==> src/rtl/faultpipe_if.sv <==
// Control/status bundle of the fault pipeline: stall/flush/fault inputs in,
// last-stage vector plus capture/counter status out.
interface faultpipe_if #(
  parameter int NSTAGES = 3,
  parameter int NFAULT  = 4,
  parameter int CNTW    = 8
);
  localparam int IW = $clog2(NFAULT);

  logic [NSTAGES-1:0]        Stall;
  logic [NSTAGES-1:0]        Flush;
  logic                      StallOut;
  logic [NSTAGES*NFAULT-1:0] FaultIn;
  logic                      FaultAck;
  logic [NFAULT-1:0]         FaultVecOut;
  logic                      FaultValid;
  logic [IW-1:0]             FaultIdx;
  logic                      CapValid;
  logic [IW-1:0]             CapIdx;
  logic                      CapOverflow;
  logic [CNTW-1:0]           FaultCount;

  modport master (
    output Stall, Flush, StallOut, FaultIn, FaultAck,
    input  FaultVecOut, FaultValid, FaultIdx, CapValid, CapIdx, CapOverflow, FaultCount
  );

  modport slave (
    input  Stall, Flush, StallOut, FaultIn, FaultAck,
    output FaultVecOut, FaultValid, FaultIdx, CapValid, CapIdx, CapOverflow, FaultCount
  );
endinterface

==> src/rtl/faultpipe.sv <==
// Fault vectors ride a stall/flush-controlled pipe; the last stage is priority
// encoded and retired faults feed a sticky first-fault capture and a counter.
module faultpipe #(
  parameter int NSTAGES = 3,
  parameter int NFAULT  = 4,
  parameter int CNTW    = 8
) (
  input  logic        clk,
  input  logic        reset,
  faultpipe_if.slave  bus
);
   localparam int IW = $clog2(NFAULT);

   logic [NSTAGES:1][NFAULT-1:0] stage_q, stage_d;
   logic [NSTAGES:0][NFAULT-1:0] chain;
   logic                         cap_valid_q, cap_valid_d;
   logic [IW-1:0]                cap_idx_q, cap_idx_d;
   logic                         cap_ovf_q, cap_ovf_d;
   logic [CNTW-1:0]              fault_count_q, fault_count_d;
   logic [NFAULT-1:0]            last_vec;
   logic                         fault_valid;
   logic [IW-1:0]                fault_idx;
   logic                         retire;

   // NOTE: every variable gets a default before any branch, so no latch is inferred.
   always_comb begin
      chain    = '0;
      stage_d  = stage_q;
      for (int s = 1; s <= NSTAGES; s++) begin
         chain[s] = stage_q[s];
      end
      // Stall wins over flush: a stalled stage ignores its flush request.
      for (int s = 1; s <= NSTAGES; s++) begin
         if (!bus.Stall[s-1]) begin
            if (bus.Flush[s-1]) stage_d[s] = '0;
            else stage_d[s] = chain[s-1] | bus.FaultIn[(s-1)*NFAULT +: NFAULT];
         end
      end
   end

   always_comb begin
      last_vec    = stage_q[NSTAGES];
      fault_valid = |last_vec;
      fault_idx   = '0;
      for (int i = NFAULT - 1; i >= 0; i--) begin
         if (last_vec[i]) fault_idx = i[IW-1:0];
      end
   end

   assign retire = fault_valid & ~bus.StallOut;

   always_comb begin
      cap_valid_d   = cap_valid_q;
      cap_idx_d     = cap_idx_q;
      cap_ovf_d     = cap_ovf_q;
      fault_count_d = fault_count_q;
      if (retire) begin
         // An ack arriving with a new fault frees the slot for that fault.
         if (!cap_valid_q || bus.FaultAck) begin
            cap_valid_d = 1'b1;
            cap_idx_d   = fault_idx;
            cap_ovf_d   = 1'b0;
         end else begin
            cap_ovf_d   = 1'b1;
         end
         if (fault_count_q != {CNTW{1'b1}}) fault_count_d = fault_count_q + CNTW'(1);
      end else if (bus.FaultAck) begin
         cap_valid_d = 1'b0;
         cap_ovf_d   = 1'b0;
      end
   end

   // NOTE: state registers use non-blocking assignments so all flops sample together.
   always_ff @(posedge clk) begin
      if (reset) begin
         stage_q       <= '0;
         cap_valid_q   <= 1'b0;
         cap_idx_q     <= '0;
         cap_ovf_q     <= 1'b0;
         fault_count_q <= '0;
      end else begin
         stage_q       <= stage_d;
         cap_valid_q   <= cap_valid_d;
         cap_idx_q     <= cap_idx_d;
         cap_ovf_q     <= cap_ovf_d;
         fault_count_q <= fault_count_d;
      end
   end

   assign bus.FaultVecOut = last_vec;
   assign bus.FaultValid  = fault_valid;
   assign bus.FaultIdx    = fault_idx;
   assign bus.CapValid    = cap_valid_q;
   assign bus.CapIdx      = cap_idx_q;
   assign bus.CapOverflow = cap_ovf_q;
   assign bus.FaultCount  = fault_count_q;
endmodule

==> src/flat_wrapper.sv <==
// flat-port wrapper written by rule: the top's interface ports become plain ports
module faultpipe_flat 
#(
  parameter int NSTAGES = 3,
  parameter int NFAULT  = 4,
  parameter int CNTW    = 8
)
  (clk, reset, bus_Stall, bus_Flush, bus_StallOut, bus_FaultIn, bus_FaultAck, bus_FaultVecOut, bus_FaultValid, bus_FaultIdx, bus_CapValid, bus_CapIdx, bus_CapOverflow, bus_FaultCount);
  faultpipe_if #(.NSTAGES(NSTAGES), .NFAULT(NFAULT), .CNTW(CNTW)) bus_i ();
  input  logic clk;
  input  logic reset;
  input wire logic [$bits(bus_i.Stall)-1:0] bus_Stall;
  input wire logic [$bits(bus_i.Flush)-1:0] bus_Flush;
  input wire logic [$bits(bus_i.StallOut)-1:0] bus_StallOut;
  input wire logic [$bits(bus_i.FaultIn)-1:0] bus_FaultIn;
  input wire logic [$bits(bus_i.FaultAck)-1:0] bus_FaultAck;
  output wire logic [$bits(bus_i.FaultVecOut)-1:0] bus_FaultVecOut;
  output wire logic [$bits(bus_i.FaultValid)-1:0] bus_FaultValid;
  output wire logic [$bits(bus_i.FaultIdx)-1:0] bus_FaultIdx;
  output wire logic [$bits(bus_i.CapValid)-1:0] bus_CapValid;
  output wire logic [$bits(bus_i.CapIdx)-1:0] bus_CapIdx;
  output wire logic [$bits(bus_i.CapOverflow)-1:0] bus_CapOverflow;
  output wire logic [$bits(bus_i.FaultCount)-1:0] bus_FaultCount;
  assign bus_i.Stall = bus_Stall;
  assign bus_i.Flush = bus_Flush;
  assign bus_i.StallOut = bus_StallOut;
  assign bus_i.FaultIn = bus_FaultIn;
  assign bus_i.FaultAck = bus_FaultAck;
  assign bus_FaultVecOut = bus_i.FaultVecOut;
  assign bus_FaultValid = bus_i.FaultValid;
  assign bus_FaultIdx = bus_i.FaultIdx;
  assign bus_CapValid = bus_i.CapValid;
  assign bus_CapIdx = bus_i.CapIdx;
  assign bus_CapOverflow = bus_i.CapOverflow;
  assign bus_FaultCount = bus_i.FaultCount;
  faultpipe #(.NSTAGES(NSTAGES), .NFAULT(NFAULT), .CNTW(CNTW)) u_core (.clk(clk), .reset(reset), .bus(bus_i));
endmodule
==> config.mk <==
export PLATFORM = sky130hd
export DESIGN_NAME = faultpipe_flat
export DESIGN_NICKNAME = d
export VERILOG_FILES = /design/src/rtl/faultpipe_if.sv /design/src/rtl/faultpipe.sv /design/src/flat_wrapper.sv
export SDC_FILE = /design/constraint.sdc
export NUM_CORES = 1
export LEC_CHECK = 0
export ABC_CLOCK_PERIOD_IN_PS = 1300
export BUFFER_PORTS_ARGS = -buffer_cell sky130_fd_sc_hd__buf_2
export CORE_MARGIN = 1
export CORE_UTILIZATION = 25
export CTS_CLUSTER_DIAMETER = 50
export DETAILED_ROUTE_END_ITERATION = 6
export PLACE_DENSITY_LB_ADDON = 0.05
export SYNTH_ARGS = -nofsm -noshare
export SYNTH_HDL_FRONTEND = slang
export SYNTH_SLANG_ARGS = --single-unit
==> constraint.sdc <==
create_clock -name clk -period 1.3 [get_ports clk]
set_input_delay 0.065 -clock clk [delete_from_list [all_inputs] [get_ports clk]]
set_output_delay 0.065 -clock clk [all_outputs]
set_load 0.005 [all_outputs]
==> summary.md, run 1 <==
| Metric | Value |
|---|---|
| First-pass iteration count of the detailed router | `4` |
| Total grt overflow | `0` |
| Pleak | `0.705 nW` |
| # nets final | `212` |
| Worst rel slew slack | `68.5%` |
| Crit start category | `register` |
| Worst reg-to-reg path cell count | `5` |
| Num CTS Buffers | `3` |
| Ys flop type | `dfxtp_1` |
| Final min period | `1390 ps` |
| Final period utilization | `107%` |
| Total Routing Usage GR | `13.6%` |
| Row count | `23` |
| Critical path origin | `u_core.bus.FaultVecOut[3]` |
| CP Capture Point | `bus_FaultValid` |
| Crit path top cell by count | `buf_6` |
| Highest clock rate | `721 MHz` |
| Net Count, Synth | `153` |
| Mapped Area | `0.00110 mm2` |
| Final ANT Viol Nets | `0` |
| WP depth | `4` |
| First-pass GRT wire length | `4.70 mm` |
| Post-route setup slack | `-87.5 ps` |
| Placed wire-length estimate | `2.17 mm` |
| Pre-CTS setup slack | `-78.6 ps` |
| Worst Path Buf+Inv | `3` |
| Fraction of layout cells with a size suffix above 1 | `45.7%` |
| Seq/Total Area, Yosys | `43.7%` |
| Area of the multi-input gates | `613 um2` |
| Pin count of the biggest net entering global routing | `25` |
| Total clock sinks | `24` |
| Reg2Reg Launch Point | `u_core.bus.FaultVecOut[3]` |
| Initial Utilization | `26.7%` |
| Arr. time, crit path | `1320 ps` |
| Pwr Density | `914 mW/mm2` |
| Skew-Pair Late Insertion Delay | `270 ps` |
| Outcome | `finished, violations left` |
| Port Buffer Count | `40` |
| Synth-to-Final Area Change | `47.5%` |
| Seq cells post-synth | `24` |
| FF-to-FF End | `u_core.bus.FaultCount[4]` |
| Sw Share | `25.7%` |
| Reg power frac | `52.3%` |
| Post-layout instance area | `0.00162 mm2` |
| Via density | `4.62` |
| Required @ worst endpoint | `1240 ps` |
| FF/Latch Area | `493 um2` |
| Worst slew pin tran | `472 ps` |
| Slew Limit Fails | `0` |
| Die W | `68.3 um` |
| Commonest non-fill, non-tap cell in the layout | `buf_2` |
| Worst path slowest cell | `nor4_4` |
| CTS HTree Levels | `1` |
| Fillcell total | `453` |
| Most frequent cells in the layout | `buf_2 (39), nor2_1 (30), buf_4 (18), dfxtp_1 (16)` |
| Worst setup EP type | `primary output` |
| Clk slew on worst S/H paths | `90 ps` |
| Gate power share | `16.7%` |
| Max FO, Critical Path | `5` |
| # DRC | `0` |
| Initial antenna violation count | `0` |
| Total number of vias | `1099` |
| Internal power | `1.10 mW` |
| CP Class | `register to primary output` |
| Syn Area/Cell | `8.45 um2` |
| Vias in the first global route | `1073` |
| Async SR Flop Fraction | `0%` |
| CP top delay family | `simple AND/OR/NAND/NOR gates` |
| DIE HEIGHT | `68.3 um` |
| Routability cong. | `0.720` |
| Clock share of power | `31.0%` |
| Failing checks | `setup timing` |
| Psw | `0.380 mW` |
| Drt total wl | `2.92 mm` |
| Clock Tree Root | `clkbuf_8` |
| Final hold violations | `0` |
| CTS tree | `built` |
| Setup repair after global routing missed its margin | `true` |
| Crit-path cells | `nor4_4, inv_4, buf_6, buf_6` |
| VDD IR max | `0.000531 V` |
| FF-to-FF setup slack | `-60 ps` |
| Core region area | `0.00412 mm2` |
| Largest stage delay on the critical path | `370 ps` |
| Syn Inst Count | `130` |
| Worst hold path class | `input pin to register` |
| MaxCap Viol Count | `0` |
| Post-Place Cell Area | `0.00151 mm2` |
| Initial drt markers | `25` |
| CTS max path bufs | `2` |
| Antenna cells | `0` |
| Clock Skew | `11.9 ps` |
| Post-synth EDFFs | `0` |
| WL per Instance | `12.3 um` |
| Synth Warn # | `0` |
| IO Count | `41` |
| Die area | `0.00466 mm2` |
| Final hold slack | `43.2 ps` |
| Final Setup Violations | `9` |
| Netlist cell types | `33` |
worst reg2reg max path, delay by kind of cell (launching register included):
family	cells	cell delay, ps
AOI/OAI and AO/OA	2	300
DFF	1	350
buffers and inverters	1	220
and+or+nand+nor	2	430
power groups by stage:
stage,sequential [mW],clock [mW],combinational [mW]
finish,0.775,0.459,0.247
global route,0.779,0.515,0.278
CTS,0.776,0.488,0.248
detailed placement,0.793,0,0.228
global placement,0.791,0,0.226
floorplan,0.796,0,0.114
flip-flops by register name (all words and copies together), names as in the netlist:
signal                  cells
u_core.bus.CapIdx           2
u_core.bus.CapOverflow      1
u_core.bus.CapValid         1
u_core.bus.FaultCount       8
u_core.bus.FaultVecOut      4
u_core.chain                8
synthesized netlist by cell type, drive strengths merged (3+ instances only):
cell | count | area share, %
nor2 | 30 | 10
dfxtp | 24 | 44
nor3 | 14 | 6.4
a21oi | 12 | 5.5
buf | 4 | 2.7
clkbuf | 4 | 1.4
inv | 4 | 1.6
mux2i | 4 | 3.6
nand3 | 4 | 1.8
a22oi | 3 | 2.0
nand2 | 3 | 1.7
through the flow:
stage / power [mW] / TNS [ps] / util (%) / std cells
after floorplan: 0.910 / -180 / - / 130
after global routing: 1.57 / -1350 / 39.4 / 238
after CTS: 1.51 / -448 / 39.0 / 238
final: 1.48 / -344 / 39.4 / 238
after global placement: 1.02 / -207 / 36.6 / 232
after detailed placement: 1.02 / -360 / 36.6 / 232
metal layers:
layer	global-route usage (%)	up-vias	wire, um
met3	4.00	2	111
met5	0	-	0
met2	24.4	27	1480
met1	15.3	501	1310
li1	-	569	-
met4	3.91	0	25
what timing repair did:
item	in CTS	in global routing
resized for setup	9	5
buffers inserted	1	0
pin swaps	10	3
endpoints found under the hold margin	1	0
hold buffers	1	0
cloned	0	0
endpoints found under the setup margin	12	14
final cells by class:
class	instances	area share [%]
Multi-Input combinational cell	93	37.8
Sequential cell	24	30.4
Timing Repair Buffer	62	23.8
Tap cell	50	3.86
Clock buffer	4	2.78
Inverter	5	1.31
worst min-delay path by stage:
stage,from,end,slack [ps],cells past startpoint
floorplan,reset,u_core.bus.FaultCount[6],140,1
global route,bus_FaultIn[1],u_core.chain[5],30,3
finish,bus_FaultIn[0],u_core.chain[4],40,3
CTS,bus_FaultIn[0],u_core.chain[4],40,3
detailed placement,bus_FaultAck,u_core.bus.CapOverflow,250,2
global placement,bus_FaultAck,u_core.bus.CapOverflow,250,2
cells by family after synthesis:
logic type / count (synthesis) / synth area share [%]
and+or+nand+nor: 62 / 28.4
DFF: 24 / 43.7
AOI/OAI and AO/OA: 23 / 14.7
buffers and inverters: 13 / 6.04
muxes: 4 / 3.64
xor gates and xnor gates: 3 / 2.39
adders and majority gates: 1 / 1.14
Power figures use the tool's default switching activity.
==> run 2, diff against run 1 <==
ABC_CLOCK_PERIOD_IN_PS = 1680   (was 1300)
clock period = 1.68 ns   (was 1.3 ns; I/O delays follow)
==> summary.md, run 2 (same netlist as run 1, synthesis figures left out) <==
| Metric | Value |
|---|---|
| Outcome | `finished, final reports clean (was finished, violations left)` |
| Drt total wl | `2.63 mm (was 2.92 mm)` |
| Row count | `23 (unchanged)` |
| IO Count | `41 (unchanged)` |
| Pleak | `0.598 nW (was 0.705 nW)` |
| CP Class | `register to register (was register to primary output)` |
| Initial antenna violation count | `0 (unchanged)` |
| CTS max path bufs | `2 (unchanged)` |
| Routability cong. | `0.735 (was 0.720)` |
| First-pass iteration count of the detailed router | `4 (unchanged)` |
| CTS tree | `built (unchanged)` |
| WL per Instance | `12.1 um (was 12.3 um)` |
| Initial Utilization | `26.7% (unchanged)` |
| Final Setup Violations | `0 (was 9)` |
| Setup TNS | `0 ps (was -344 ps)` |
| Core region area | `0.00412 mm2 (unchanged)` |
| Total clock sinks | `24 (unchanged)` |
| Worst setup EP type | `register (was primary output)` |
| Worst path slowest cell | `dfxtp_1 (was nor4_4)` |
| Die area | `0.00466 mm2 (unchanged)` |
| Total Power | `1.15 mW (was 1.48 mW)` |
| Vias in the first global route | `943 (was 1073)` |
| Highest clock rate | `634 MHz` |
| Setup repair after global routing missed its margin | `false (was true)` |
| Crit-path cells | `ha_1, and4_1, a211oi_2, mux2i_1, nor2_1 (was nor4_4, inv_4, buf_6, buf_6)` |
| Total grt overflow | `0 (unchanged)` |
| CTS HTree Levels | `1 (unchanged)` |
| Commonest non-fill, non-tap cell in the layout | `buf_2 (unchanged)` |
| Clk slew on worst S/H paths | `90 ps (about the same)` |
| Initial drt markers | `30 (was 25)` |
| Placed wire-length estimate | `1.97 mm (was 2.17 mm)` |
| Final min period | `1580 ps` |
| Port Buffer Count | `40 (unchanged)` |
| Slew Limit Fails | `0 (unchanged)` |
| VDD IR max | `0.000259 V (was 0.000531 V)` |
| Largest stage delay on the critical path | `360 ps (was 370 ps)` |
| Most frequent cells in the layout | `buf_2 (40), nor2_1 (30), dfxtp_1 (21), nor3_1 (13), a21oi_1 (12) (was buf_2 (39), nor2_1 (30), buf_4 (18), dfxtp_1 (16))` |
| Worst rel slew slack | `68.5% (about the same)` |
| Required @ worst endpoint | `1820 ps (was 1240 ps)` |
| Antenna cells | `0 (unchanged)` |
| Total Routing Usage GR | `12.0% (was 13.6%)` |
| Num CTS Buffers | `3 (unchanged)` |
| Clock Tree Root | `clkbuf_8 (unchanged)` |
| # nets final | `192 (was 212)` |
| Worst slew pin tran | `469 ps (was 472 ps)` |
| Arr. time, crit path | `1720 ps (was 1320 ps)` |
| Pwr Density | `817 mW/mm2 (was 914 mW/mm2)` |
| Final hold violations | `0 (unchanged)` |
| Total number of vias | `1036 (was 1099)` |
| Pin count of the biggest net entering global routing | `25 (unchanged)` |
| Skew-Pair Late Insertion Delay | `260 ps (was 270 ps)` |
| Final ANT Viol Nets | `0 (unchanged)` |
| Max FO, Critical Path | `5 (unchanged)` |
| First-pass GRT wire length | `4.20 mm (was 4.70 mm)` |
| Clock Skew | `5.78 ps (was 11.9 ps)` |
| Worst hold path class | `input pin to register (unchanged)` |
| Fraction of layout cells with a size suffix above 1 | `32.7% (was 45.7%)` |
| MaxCap Viol Count | `0 (unchanged)` |
| Crit start category | `register (unchanged)` |
| Final period utilization | `93.8%` |
| # DRC | `0 (unchanged)` |
| DIE HEIGHT | `68.3 um (unchanged)` |
| Die W | `68.3 um (unchanged)` |
| Via density | `4.75 (was 4.62)` |
| Synth-to-Final Area Change | `28.4% (was 47.5%)` |
run 2: critical path: cells and delay by family, from the launching register on:
| kind | cells | cell delay, ps |
|---|---|---|
| DFF | 1 | 360 |
| muxes | 1 | 220 |
| and+or+nand+nor | 2 | 320 |
| adders and majority gates | 1 | 260 |
| AOI/OAI and AO/OA | 1 | 300 |
run 2: final timing paths:
check	startpoint	cells after the start	slack (ps)	endpoint
min reg2reg	u_core.chain[6]	2	500	u_core.chain[6]
min	bus_FaultIn[1]	3	50	u_core.chain[5]
max	u_core.bus.FaultCount[0]	5	100	u_core.bus.FaultCount[1]
max reg2reg	u_core.bus.FaultCount[0]	5	100	u_core.bus.FaultCount[1]
run 2: routing by layer:
metal	part of all wire, %	track usage (%)
met5	0	0
met4	0.72	3.91
met3	6.0	2.67
met2	45	19.1
met1	48	15.7
run 2: layout make-up:
| class | instances | area (um2) |
|---|---|---|
| clock buffer | 4 | 55.1 |
| fill | 454 | 2710 |
| inverter | 5 | 21.3 |
| multi-input combinational | 93 | 569 |
| sequential | 24 | 484 |
| tap | 50 | 62.6 |
| timing repair buffer | 42 | 218 |
run 2: timing repair:
action,in CTS,in global routing
endpoints found under the setup margin,0,3
buffers inserted,0,0
hold buffers,1,0
hold endpoints to repair,1,0
resized for setup,0,5
run 2: power breakdown:
group / total [mW] / internal [mW] / switching [mW]
combinational: 0.149 / 0.0692 / 0.0794
clock: 0.399 / 0.209 / 0.190
sequential: 0.604 / 0.587 / 0.0174
total: 1.15 / 0.865 / 0.287
run 2: stage by stage:
stage	setup WS (ps)	area, um2	instances	hold WS (ps)	util, %
after detailed placement	134	1320	213	271	32.2
after global placement	113	1320	213	266	32.2
after global routing	13.0	1410	218	42.0	34.3
final	103	1410	218	47.9	34.3
after CTS	108	1390	218	43.7	33.7
after floorplan	223	1100	130	149	-
